**config.mk**
```make
export PLATFORM = sky130hd
export DESIGN_NAME = bram_block_reader_flat
export DESIGN_NICKNAME = d
export VERILOG_FILES = /design/src/rtl/bram_rd_pkg.sv /design/src/rtl/bram_block_reader_if.sv /design/src/rtl/bram_rd_skid_fifo.sv /design/src/rtl/bram_block_reader.sv /design/src/flat_wrapper.sv
export SDC_FILE = /design/constraint.sdc
export NUM_CORES = 1
export LEC_CHECK = 0
export CORE_ASPECT_RATIO = 1.2
export CORE_MARGIN = 4
export CORE_UTILIZATION = 30
export DETAILED_ROUTE_END_ITERATION = 8
export GPL_ROUTABILITY_DRIVEN = 0
export PLACE_DENSITY = 0.62
export REMOVE_ABC_BUFFERS = 1
export SLEW_MARGIN = 20
export SYNTH_ARGS = -nofsm -noshare
export SYNTH_HDL_FRONTEND = slang
export SYNTH_HIERARCHICAL = 1
export SYNTH_SLANG_ARGS = --single-unit
```
**constraint.sdc**
```tcl
create_clock -name clk -period 6.8 [get_ports clk]
set_input_delay 1.7 -clock clk [delete_from_list [all_inputs] [get_ports clk]]
set_output_delay 1.7 -clock clk [all_outputs]
set_load 0.03 [all_outputs]
```
**src/rtl/bram_rd_pkg.sv**
```systemverilog
// Shared FSM state type and default BRAM geometry for the block reader
// and the BRAM it drains.
package bram_rd_pkg;

  localparam int BRAM_ADDR_W = 11;
  localparam int BRAM_DATA_W = 64;
  localparam int BRAM_DEPTH  = 1058;

  typedef enum logic [1:0] {
    IDLE  = 2'd0,
    READ  = 2'd1,
    DRAIN = 2'd2,
    DONE  = 2'd3
  } rd_state_t;

endpackage

```
**src/rtl/bram_block_reader_if.sv**
```systemverilog
// Control, BRAM read port and output stream bundle of bram_block_reader.
// The checksum signal exists only when BRAM_RD_CHECKSUM_EN is defined.
interface bram_block_reader_if #(
  parameter int ADDR_W = bram_rd_pkg::BRAM_ADDR_W,
  parameter int DATA_W = bram_rd_pkg::BRAM_DATA_W
);

  logic              start;
  logic [ADDR_W-1:0] base_addr;
  logic [ADDR_W-1:0] word_count;
  logic              busy;
  logic              done;
  logic [ADDR_W-1:0] bram_addr;
  logic [DATA_W-1:0] bram_dataout;
  logic [DATA_W-1:0] m_data;
  logic              m_valid;
  logic              m_ready;
  logic              m_last;
`ifdef BRAM_RD_CHECKSUM_EN
  logic [DATA_W-1:0] checksum;

  modport master (
    input  start, base_addr, word_count, bram_dataout, m_ready,
    output busy, done, bram_addr, m_data, m_valid, m_last, checksum
  );

  modport slave (
    output start, base_addr, word_count, bram_dataout, m_ready,
    input  busy, done, bram_addr, m_data, m_valid, m_last, checksum
  );
`else
  modport master (
    input  start, base_addr, word_count, bram_dataout, m_ready,
    output busy, done, bram_addr, m_data, m_valid, m_last
  );

  modport slave (
    output start, base_addr, word_count, bram_dataout, m_ready,
    input  busy, done, bram_addr, m_data, m_valid, m_last
  );
`endif

endinterface

```
**src/rtl/bram_rd_skid_fifo.sv**
```systemverilog
// Two-entry FIFO between BRAM read data and the output stream; the head
// entry stays put while the sink stalls.
module bram_rd_skid_fifo #(
  parameter int W = 65
) (
  input  logic         clk,
  input  logic         reset,
  input  logic         i_push,
  input  logic [W-1:0] i_data,
  output logic [W-1:0] o_data,
  output logic         o_valid,
  input  logic         i_ready,
  output logic [1:0]   o_occ
);

  logic [W-1:0] r_mem0;
  logic [W-1:0] r_mem1;
  logic         r_wr_ptr;
  logic         r_rd_ptr;
  logic [1:0]   r_occ;
  logic         w_pop;

  assign o_valid = (r_occ != 2'd0);
  assign w_pop   = o_valid && i_ready;

  always_ff @(posedge clk or posedge reset) begin
    if (reset) begin
      r_mem0   <= '0;
      r_mem1   <= '0;
      r_wr_ptr <= 1'b0;
      r_rd_ptr <= 1'b0;
      r_occ    <= 2'd0;
    end else begin
      if (i_push) begin
        if (r_wr_ptr) r_mem1 <= i_data;
        else          r_mem0 <= i_data;
        r_wr_ptr <= ~r_wr_ptr;
      end
      if (w_pop) r_rd_ptr <= ~r_rd_ptr;
      r_occ <= r_occ + {1'b0, i_push} - {1'b0, w_pop};
    end
  end

  assign o_data = r_rd_ptr ? r_mem1 : r_mem0;
  assign o_occ  = r_occ;

endmodule

```
**src/rtl/bram_block_reader.sv**
```systemverilog
// Reads a block of sequential BRAM words and streams them out through a skid FIFO.
// Define BRAM_RD_CHECKSUM_EN to add a per-block XOR checksum of streamed words.
module bram_block_reader
  import bram_rd_pkg::*;
#(
  parameter int ADDR_W = BRAM_ADDR_W,
  parameter int DATA_W = BRAM_DATA_W,
  parameter int DEPTH  = BRAM_DEPTH
) (
  input  logic                clk,
  input  logic                reset,
  bram_block_reader_if.master bus
);

  rd_state_t         r_state;
  rd_state_t         w_next;
  logic [ADDR_W-1:0] r_addr;
  logic [ADDR_W-1:0] r_count;
  logic [ADDR_W-1:0] r_issued;
  logic [ADDR_W-1:0] w_addr_nxt;
  logic              r_inflight;
  logic              r_inflight_last;
  logic              w_start_ok;
  logic              w_issue;
  logic              w_last_issue;
  logic              w_pop;
  logic              w_busy;
  logic              w_done;
  logic [1:0]        w_occ;
  logic [2:0]        w_level;
  logic [DATA_W:0]   w_fifo_q;
  logic              w_fifo_valid;

  assign w_start_ok   = (r_state == IDLE) && bus.start;
  assign w_pop        = w_fifo_valid && bus.m_ready;
  // Words held plus words on their way, after this cycle's pop; keep it below 2.
  assign w_level      = {1'b0, w_occ} + {2'b0, r_inflight} - {2'b0, w_pop};
  assign w_issue      = (r_state == READ) && (r_issued != r_count) && (w_level < 3'd2);
  assign w_last_issue = (r_issued == r_count - ADDR_W'(1));
  assign w_addr_nxt   = (r_addr == ADDR_W'(DEPTH - 1)) ? '0 : r_addr + ADDR_W'(1);

  always_ff @(posedge clk or posedge reset) begin
    if (reset) r_state <= IDLE;
    else       r_state <= w_next;
  end

  // A zero-length block still passes one busy cycle through READ before DONE.
  always_comb begin
    w_next = r_state;
    case (r_state)
      IDLE:    if (w_start_ok) w_next = READ;
      READ:    if (r_issued == r_count) w_next = (r_count == '0) ? DONE : DRAIN;
      DRAIN:   if (w_pop && w_fifo_q[DATA_W]) w_next = DONE;
      DONE:    w_next = IDLE;
      default: w_next = IDLE;
    endcase
  end

  always_comb begin
    w_busy = 1'b0;
    w_done = 1'b0;
    case (r_state)
      READ, DRAIN: w_busy = 1'b1;
      DONE:        w_done = 1'b1;
      default:     ;
    endcase
  end

  always_ff @(posedge clk or posedge reset) begin
    if (reset) begin
      r_addr          <= '0;
      r_count         <= '0;
      r_issued        <= '0;
      r_inflight      <= 1'b0;
      r_inflight_last <= 1'b0;
    end else begin
      r_inflight      <= w_issue;
      r_inflight_last <= w_issue && w_last_issue;
      if (w_start_ok) begin
        r_addr   <= bus.base_addr;
        r_count  <= bus.word_count;
        r_issued <= '0;
      end else if (w_issue) begin
        r_addr   <= w_addr_nxt;
        r_issued <= r_issued + ADDR_W'(1);
      end
    end
  end

  bram_rd_skid_fifo #(.W(DATA_W + 1)) u_fifo (
    .clk     (clk),
    .reset   (reset),
    .i_push  (r_inflight),
    .i_data  ({r_inflight_last, bus.bram_dataout}),
    .o_data  (w_fifo_q),
    .o_valid (w_fifo_valid),
    .i_ready (bus.m_ready),
    .o_occ   (w_occ)
  );

  assign bus.busy      = w_busy;
  assign bus.done      = w_done;
  assign bus.bram_addr = r_addr;
  assign bus.m_data    = w_fifo_q[DATA_W-1:0];
  assign bus.m_valid   = w_fifo_valid;
  assign bus.m_last    = w_fifo_valid && w_fifo_q[DATA_W];

`ifdef BRAM_RD_CHECKSUM_EN
  logic [DATA_W-1:0] r_checksum;

  always_ff @(posedge clk or posedge reset) begin
    if (reset)           r_checksum <= '0;
    else if (w_start_ok) r_checksum <= '0;
    else if (w_pop)      r_checksum <= r_checksum ^ w_fifo_q[DATA_W-1:0];
  end

  assign bus.checksum = r_checksum;
`endif

endmodule

```
**src/flat_wrapper.sv**
```systemverilog
// flat-port wrapper written by rule: the top's interface ports become plain ports
module bram_block_reader_flat import bram_rd_pkg::*;
#(
  parameter int ADDR_W = BRAM_ADDR_W,
  parameter int DATA_W = BRAM_DATA_W,
  parameter int DEPTH  = BRAM_DEPTH
)
  (clk, reset, bus_start, bus_base_addr, bus_word_count, bus_bram_dataout, bus_m_ready, bus_busy, bus_done, bus_bram_addr, bus_m_data, bus_m_valid, bus_m_last);
  bram_block_reader_if #(.ADDR_W(ADDR_W), .DATA_W(DATA_W)) bus_i ();
  input  logic clk;
  input  logic reset;
  input wire logic [$bits(bus_i.start)-1:0] bus_start;
  input wire logic [$bits(bus_i.base_addr)-1:0] bus_base_addr;
  input wire logic [$bits(bus_i.word_count)-1:0] bus_word_count;
  input wire logic [$bits(bus_i.bram_dataout)-1:0] bus_bram_dataout;
  input wire logic [$bits(bus_i.m_ready)-1:0] bus_m_ready;
  output wire logic [$bits(bus_i.busy)-1:0] bus_busy;
  output wire logic [$bits(bus_i.done)-1:0] bus_done;
  output wire logic [$bits(bus_i.bram_addr)-1:0] bus_bram_addr;
  output wire logic [$bits(bus_i.m_data)-1:0] bus_m_data;
  output wire logic [$bits(bus_i.m_valid)-1:0] bus_m_valid;
  output wire logic [$bits(bus_i.m_last)-1:0] bus_m_last;
  assign bus_i.start = bus_start;
  assign bus_i.base_addr = bus_base_addr;
  assign bus_i.word_count = bus_word_count;
  assign bus_i.bram_dataout = bus_bram_dataout;
  assign bus_i.m_ready = bus_m_ready;
  assign bus_busy = bus_i.busy;
  assign bus_done = bus_i.done;
  assign bus_bram_addr = bus_i.bram_addr;
  assign bus_m_data = bus_i.m_data;
  assign bus_m_valid = bus_i.m_valid;
  assign bus_m_last = bus_i.m_last;
  bram_block_reader #(.ADDR_W(ADDR_W), .DATA_W(DATA_W), .DEPTH(DEPTH)) u_core (.clk(clk), .reset(reset), .bus(bus_i));
endmodule
```
# After elaboration in Yosys (flattened, before gate mapping)
# Index checks and enable logic that the tools add are counted.
[classes] n_eq_ne=10 bitwise_logic=2 n_mux=13 addsub=7 order_cmp=1 n_reduce_logical=15
[ops] operator="2-to-1 mux 65 bit" n=1
[ops] operator="2-to-1 mux 11 bit" n=5
[ops] operator="adder 11 x 1 -> 11 bit, second input constant" n=2
[ops] operator="equality test 11 bit" n=2
[ops] operator="equality test 11 bit, second input constant" n=1
[ops] operator="zero test 11 bit" n=1
[ops] operator="inequality test 11 bit" n=1
[ops] operator="subtractor 11 x 1 -> 11 bit, second input constant" n=1
[ops] operator="case mux 2 bit (4 select lines)" n=1
[ops] operator="logical AND 1 bit" n=7
[ops] operator="2-to-1 mux 2 bit" n=3
[ops] operator="equality test 2 bit, second input constant" n=2
[ops] operator="inequality test 2 x 1 -> 1 bit, second input constant" n=2
[ops] operator="AND reduction 2 bit" n=2
[ops] operator="nonzero test 2 bit" n=2
[ops] operator="adder 2 x 1 -> 3 bit" n=1
[ops] operator="less-than comparator 3 x 2 -> 1 bit, second input constant" n=1
[ops] operator="2-to-1 mux 1 bit" n=3
[ops] operator="AND reduction 3 bit" n=1
[ops] operator="subtractor 3 x 1 -> 3 bit" n=1
[ops] operator="adder 2 x 1 -> 2 bit" n=1
[ops] operator="equality test 2 x 1 -> 1 bit, second input constant" n=1
[ops] operator="zero test 2 bit" n=1
[ops] operator="inequality test 2 bit, second input constant" n=1
[ops] operator="3 further kinds" n=4
[totals] elab_cells=59 ff_bits=171

# Depth between registers and ports, before layout
# Gate-level depths: netlist of run 1.
[logic_depth] ltp_word=7 ltp_mapped=11

# By module
# Netlist of run 1, hierarchy kept.
[modules_own_cells] mod="bram_rd_skid_fifo" instances=1 cells_each=363 seq_area_each_um2=3353.2 area_each_um2=5814.3
[modules_own_cells] mod="bram_block_reader" instances=1 cells_each=298 seq_area_each_um2=925.9 area_each_um2=2585.0

# Worst setup path after synthesis of run 1
# OpenSTA, ideal clock, no wires.
[synth_timing] kind="input to register" startpoint="input bus_m_ready" endpoint="register u_core.r_addr[8] (netlist: u_core/bus.bram_addr[8])" slack_ns=3.091 path_stages=10 arrival_time_ns=3.627 t_required_ns=6.718 n_path_buf=1 cell_sequence="and2_1 ha_1 nor2b_1 fa_1 nor2b_1 nand2_1 clkbuf_1 nor2_1 nand4b_1 a31oi_1"
[synth_via] elab_chain_cells=5
[synth_rtl] element="start, declared" line_no="flat_wrapper.sv:16" text="input wire logic [$bits(bus_i.m_ready)-1:0] bus_m_ready;"
[synth_rtl] element="logical AND 1 bit" line_no="bram_block_reader.sv:35" text="assign w_pop = w_fifo_valid && bus.m_ready;"
[synth_rtl] element="subtractor 3 x 1 -> 3 bit" line_no="bram_block_reader.sv:37" text="assign w_level = {1'b0, w_occ} + {2'b0, r_inflight} - {2'b0, w_pop};"
[synth_rtl] element="less-than comparator 3 x 2 -> 1 bit" line_no="bram_block_reader.sv:38" text="assign w_issue = (r_state == READ) && (r_issued != r_count) && (w_level < 3'd2);"
[synth_rtl] element="logical AND 1 bit" line_no="bram_block_reader.sv:38"
[synth_rtl] element="nonzero test 2 bit (no source line)"
[synth_rtl] element="end signal, assigned" line_no="bram_block_reader.sv:80" text="r_addr <= bus.base_addr;"
[synth_rtl] element="end signal, assigned" line_no="bram_block_reader.sv:84" text="r_addr <= w_addr_nxt;"
[synth_rtl] element="end, declared" line_no="bram_block_reader.sv:17" text="logic [ADDR_W-1:0] r_addr;"
# No other way between the ends.
# A chain may end at the register's enable or synchronous reset.

# Worst setup path in the final report of run 1
[layout_timing] startpoint="register u_core.u_fifo.r_rd_ptr" endpoint="output bus_m_data[0]"
[layout_via] elab_chain_cells=1
[layout_rtl] element="start, declared" line_no="bram_rd_skid_fifo.sv:19" text="logic r_rd_ptr;"
[layout_rtl] element="start signal, assigned" line_no="bram_rd_skid_fifo.sv:39" text="if (w_pop) r_rd_ptr <= ~r_rd_ptr;"
[layout_rtl] element="2-to-1 mux 65 bit" line_no="bram_rd_skid_fifo.sv:44" text="assign o_data = r_rd_ptr ? r_mem1 : r_mem0;"
[layout_rtl] element="end, declared" line_no="flat_wrapper.sv:20" text="output wire logic [$bits(bus_i.m_data)-1:0] bus_m_data;"
# No other way between the ends.

==> impl_metrics.toml, run 1 <==
[clock_tree]
clk_latency_ps = 430
cts_made_buffers = 17
clockBufferDepth = 2
cts.sinks = 171
ctsHoldBuffers = 0
clk_pin_slew_ps = 60
post-cts-setup-buffer-count = 0
ctsResizeCount = 0
htree_levels = 4
cts_tree = "built"
clock-root-buffer = "clkbuf_16"

[yosys]
avgSynthCellArea_um2 = 12.7
synth-simple-area-share = 0.0854
synthMuxAreaShare = 0.268
yosys.area_share.adder = 0.0217
synth_xor_area_frac = 0.0237
yosysWarnings = 6
synth_edf_count = 0
synth.yosys.seq_area_share = 0.509
ys_types = 54
synth_top_family_by_area = "multiplexers"
synthCells = 661
synth_compound_area_frac = 0.0556
synth-seq-cells = 171
ys.flop_type = "dfrtp_1"
async_flop_share = 1.00
synth_area_um2 = 8400

[critical_path]
critPathKind = "reg -> out"
slowest_delay_ps = 880
crit_path_start_kind = "flop"
path_cells = "buf_4 > mux2_2 > clkdlybuf4s50_1"
reg2reg_slack_ps = 3250
endpoint_kind = "output pin"
cpMaxStageDelayCell = "dfrtp_2"
worstPathMaxFanout = 31
timing.reg2reg.worst_path_depth = 10
path_buf_inv = 2
crit_cells = 3
path_delay_family = "buffers and inverters"
arrival_ps = 2780
required_ps = 5100

[layout]
layout_common_cells = "dfrtp_1, clkdlybuf4s50_1, mux2_2"
antenna_cells = 0
final_common_cell = "dfrtp_1"
fin_area_um2 = 11000
fillCellCount = 2599
nets = 922
final_cells = 1202
utilization = 0.401
drive_gt1_frac = 0.233
multi_input_area_um2 = 3830
regArea_um2 = 4280
area_delta_synth_final_pct = 30.4

[detailed_routing]
viasPerCell = 4.74
drtIter0Drc = 233
via_count = 5702
drt_first_pass_iters = 6
drtAntennaViolNets = 0
route.detailed.drc = 0
totalWireLength_mm = 19.9
wire_per_inst_um = 16.6

[floorplan]
dieArea_um2 = 30700
start_util = 0.307
row_count = 66
dieWidth_um = 161
core_area_um2 = 27300
die_h_um = 191
num_io_pins = 169

[pwr]
vdd.ir_drop.worst_mv = 0.213
p_leak_nw = 4.46
power_w = 0.00577
powerDensity_nw_per_um2 = 527

[grt]
gr-total-overflow = 0
grt_pass1_vias = 6076
gr-usage-all-layers = 0.132
antenna_found_initial = 0
grt_first_pass_wirelength_mm = 32.9
grt_max_degree = 69

[placement]
placed_area_um2 = 10400
hpwl_mm = 13.4
dp_cells = 1173
port_buffers = 168

[timing]
finalCritPeriodShare = 0.658
fmaxAchievable_mhz = 223
worst_pin_slew_ps = 1060
period_minus_slack_ps = 4480
skew_ps = 10.7
setup_tns_ps = 0
hold_viol_final = 0
slew_violations = 0
setup_viol = 0
rsz0062_at_grt = "no"
slew_headroom = 0.292

[min_path]
whs_path_depth = 1
hold_class = "reg -> reg"

[flow_run]
cap_violations = 0

[outcome]
status = "complete, no violations"
routing by layer:
layer | routed length (um) | GRT usage | part of all wire
met1 | 9110 | 0.172 | 0.46
met2 | 9520 | 0.217 | 0.48
met3 | 1050 | 0.0358 | 0.052
met4 | 264 | 0.0410 | 0.013
met5 | 0 | 0 | 0
synth_stat cells, types with 6 or more instances:
library cell,instances,share of area
nand2b_1,6,0.0045
nand2_1,46,0.021
clkbuf_1,11,0.0049
xnor2_1,14,0.015
nor2_1,17,0.0076
buf_6,12,0.016
a21oi_1,13,0.0077
o31ai_1,11,0.0098
nand3_1,12,0.0072
or4_1,7,0.0063
inv_1,14,0.0063
a31oi_1,11,0.0082
mux2_1,51,0.068
buf_2,14,0.0083
and2_1,6,0.0045
mux2_2,146,0.20
o21ai_0,16,0.0095
ha_1,13,0.019
dfrtp_1,171,0.51
kinds of logic (layout without fill, tap and decap cells):
kind of cell,Yosys count,count (layout)
muxes,200,200
adders and majority gates,14,14
buffers and inverters,52,219
AOI/OAI and AO/OA,70,70
DFF,171,171
xor gates and xnor gates,21,21
and+or+nand+nor,133,133
final timing paths:
| check | start | to |
|---|---|---|
| max in group asynchronous | reset | u_core/u_fifo/r_mem1[27]$_DFFE_PP0P_ |
| min | u_core/u_fifo/r_mem1[62]$_DFFE_PP0P_ | u_core/u_fifo/r_mem1[62]$_DFFE_PP0P_ |
| min in group asynchronous | reset | u_core/r_count[1]$_DFFE_PP0P_ |
| max reg2reg | u_core/u_fifo/o_occ[1]$_DFF_PP0_ | u_core/bus.bram_addr[7]$_DFFE_PP0P_ |
| min reg2reg | u_core/u_fifo/r_mem1[62]$_DFFE_PP0P_ | u_core/u_fifo/r_mem1[62]$_DFFE_PP0P_ |
| max | u_core/u_fifo/r_rd_ptr$_DFFE_PP0P_ | bus_m_data[0] |
registers in the layout (all words and copies together) (netlist names):
signal,flops
u_core/u_fifo/r_rd_ptr,1
u_core/r_count,11
u_core/r_issued,11
u_core/u_fifo/o_occ,2
u_core/bus.bram_addr,11
u_core/r_inflight,1
u_core/u_fifo/r_mem1,65
u_core/r_state,2
u_core/u_fifo/r_wr_ptr,1
u_core/r_inflight_last,1
u_core/u_fifo/r_mem0,65
per-stage QoR:
stage / hold WS [ps] / setup WS (ps)
2_1_floorplan: 452 / 1520
3_3_place_gp: 467 / 2060
3_5_place_dp: 477 / 1910
4_1_cts: 491 / 2240
5_1_grt: 499 / 2160
6_report: 487 / 2320
cell type report:
| class | instances | share of cell area |
|---|---|---|
| Multi-Input combinational cell | 438 | 0.349 |
| Tap cell | 374 | 0.0427 |
| Clock inverter | 6 | 0.0105 |
| Timing Repair Buffer | 176 | 0.159 |
| Clock buffer | 23 | 0.0427 |
| Inverter | 14 | 0.00502 |
| Sequential cell | 171 | 0.391 |
worst register-to-register path: stages (launching register included):
cell	delay [ps]
dfrtp_1	440
or2_2	370
and2_1	170
ha_1	260
nor2b_1	140
fa_1	440
nor2b_1	140
nand2_1	510
nor2_1	650
nand4b_1	150
a31oi_1	200
report_power, final:
part	switching, W	total [W]	leakage, nW	internal [W]
registers	0.000346	0.00184	2.06	0.00150
clock network	0.000389	0.000982	0.279	0.000593
logic	0.00150	0.00294	2.12	0.00144
total	0.00223	0.00577	4.46	0.00354
Power figures use the tool's default switching activity.
==> inputs of run 2 (changes only) <==
PLACE_DENSITY = 0.64   (was 0.62)
clock period = 3.9 ns   (was 6.8 ns; I/O delays follow)
==> run 2 against run 1 <==
Non-clock buffer count rose by 8. Wire length rose by 2.5%. Clock skew rose by 2.4 ps. Critical endpoint is now bus_m_data[14]. Highest routed layer unchanged.
==> impl_metrics.toml, run 2 (synthesis results as in run 1) <==
[timing]
worst_pin_slew_ps = 1040
hold_viol_final = 0
setup_viol = 0
period_minus_slack_ps = 3450
slew_headroom = 0.309
skew_ps = 13.1
rsz0062_at_grt = "no"
timing.hold.ws_ps = 487
slew_violations = 0
worst_slack_ps = 446
finalCritPeriodShare = 0.886
fmaxAchievable_mhz = 290

[clock_tree]
clk_latency_ps = 430
clockBufferDepth = 2
htree_levels = 4
clock-root-buffer = "clkbuf_16"
cts_tree = "built"
clk_pin_slew_ps = 70
post-cts-setup-buffer-count = 0
ctsResizeCount = 0
ctsHoldBuffers = 0
cts.sinks = 171
cts_made_buffers = 17

[detailed_routing]
wire_per_inst_um = 16.9
drtIter0Drc = 244
route.detailed.drc = 0
viasPerCell = 4.82
totalWireLength_mm = 20.4
via_count = 5843
drtAntennaViolNets = 0
drt_first_pass_iters = 4

[critical_path]
required_ps = 2920
arrival_ps = 2480
endpoint_kind = "output pin"
worstPathMaxFanout = 19
crit_path_start_kind = "flop"
path_delay_family = "buffers and inverters"
slowest_delay_ps = 760
path_buf_inv = 2
path_cells = "buf_4 > mux2_2 > clkdlybuf4s50_1"
critPathKind = "reg -> out"
cpMaxStageDelayCell = "dfrtp_2"

[grt]
antenna_found_initial = 0
gr-total-overflow = 0
gr-usage-all-layers = 0.134
grt_max_degree = 66
grt_first_pass_wirelength_mm = 33.4
grt_pass1_vias = 6235

[floorplan]
start_util = 0.307
num_io_pins = 169
core_area_um2 = 27300
dieWidth_um = 161
die_h_um = 191
dieArea_um2 = 30700
row_count = 66

[pwr]
intPower_w = 0.00625
vdd.ir_drop.worst_mv = 0.392
powerDensity_nw_per_um2 = 922
p_sw_w = 0.00397
power_frac_seq = 0.313
p_leak_nw = 4.53
switching_share = 0.388
clkPwrFrac = 0.173
combPwrFrac = 0.513

[layout]
top_regs = "u_core/u_fifo/r_mem0 (65), u_core/u_fifo/r_mem1 (65)"
drive_gt1_frac = 0.245
area_delta_synth_final_pct = 32.0
final_common_cell = "dfrtp_1"
final_cells = 1212
layout_common_cells = "dfrtp_1, clkdlybuf4s50_1, mux2_2"
fillCellCount = 2596
utilization = 0.405
nets = 930
antenna_cells = 0

[min_path]
hold_class = "reg -> reg"

[placement]
port_buffers = 168
hpwl_mm = 14.1
dp_cells = 1181
pre_cts_slack_ps = 303

[outcome]
status = "complete, no violations"

[flow_run]
cap_violations = 0
[run 2: changes by cell type in the layout (fill, tap and decap cells not counted), sizes merged]
cell    delta
clkbuf     -1
buf        +8
clkinv     +2
inv        +1
[run 2: power groups by stage]
stage	Clock (W)	Combinational, W	Sequential [W]
2_1_floorplan	0	0.00342	0.00321
3_3_place_gp	0	0.00525	0.00320
6_report	0.00177	0.00524	0.00320
5_1_grt	0.00191	0.00561	0.00333
3_5_place_dp	0	0.00529	0.00324
4_1_cts	0.00183	0.00531	0.00321
[run 2: worst reg2reg max path: stages (launching register included)]
cell and delay [ps]:
dfrtp_1 450, or2_2 360, and2_1 170, ha_1 270, nor2b_1 140, fa_1 420
nor2b_1 150, nand2_1 90, buf_4 180, or4_1 480, a31oi_1 180
[run 2: path summary, 6_finish.rpt]
check	from	end	slack, ps	depth (start not counted)
worst min-delay path	u_core/u_fifo/r_mem1[1]$_DFFE_PP0P_	u_core/u_fifo/r_mem1[1]$_DFFE_PP0P_	490	1
worst max-delay path	u_core/u_fifo/r_rd_ptr$_DFFE_PP0P_	bus_m_data[14]	450	3
worst min register to register	u_core/u_fifo/r_mem1[1]$_DFFE_PP0P_	u_core/u_fifo/r_mem1[1]$_DFFE_PP0P_	490	1
min in group asynchronous	reset	u_core/u_fifo/r_mem0[64]$_DFFE_PP0P_	1030	2
worst max register to register	u_core/u_fifo/o_occ[1]$_DFF_PP0_	u_core/bus.bram_addr[1]$_DFFE_PP0P_	930	10
max in group asynchronous	reset	u_core/u_fifo/r_mem1[42]$_DFFE_PP0P_	2110	3
[run 2: through the flow]
step                total power [W]  instance area (um^2)  TNS (ps)
finish                       0.0102                 11100         0
global route                 0.0108                 11100         0
detailed placement          0.00853                 10500         0
CTS                          0.0104                 11100         0
floorplan                   0.00663                  8150    -88140
global placement            0.00845                 10500         0
[run 2: final cells by class]
class | count | area [um^2] | area share
multi-input combinational | 438 | 3830 | 0.345
tap | 374 | 468 | 0.0422
inverter | 14 | 55.1 | 0.00497
timing repair buffer | 184 | 1840 | 0.166
clock inverter | 9 | 138 | 0.0124
clock buffer | 22 | 474 | 0.0428
sequential | 171 | 4280 | 0.386
[run 2: metal layers]
| layer | GRT usage | share of wire | routed length (um) | vias to the layer above |
|---|---|---|---|---|
| met2 | 0.229 | 0.48 | 9860 | 180 |
| met5 | 0 | 0 | 0 | - |
| met4 | 0.0348 | 0.011 | 219 | 0 |
| li1 | - | - | - | 2712 |
| met1 | 0.171 | 0.46 | 9430 | 2936 |
| met3 | 0.0332 | 0.046 | 931 | 15 |
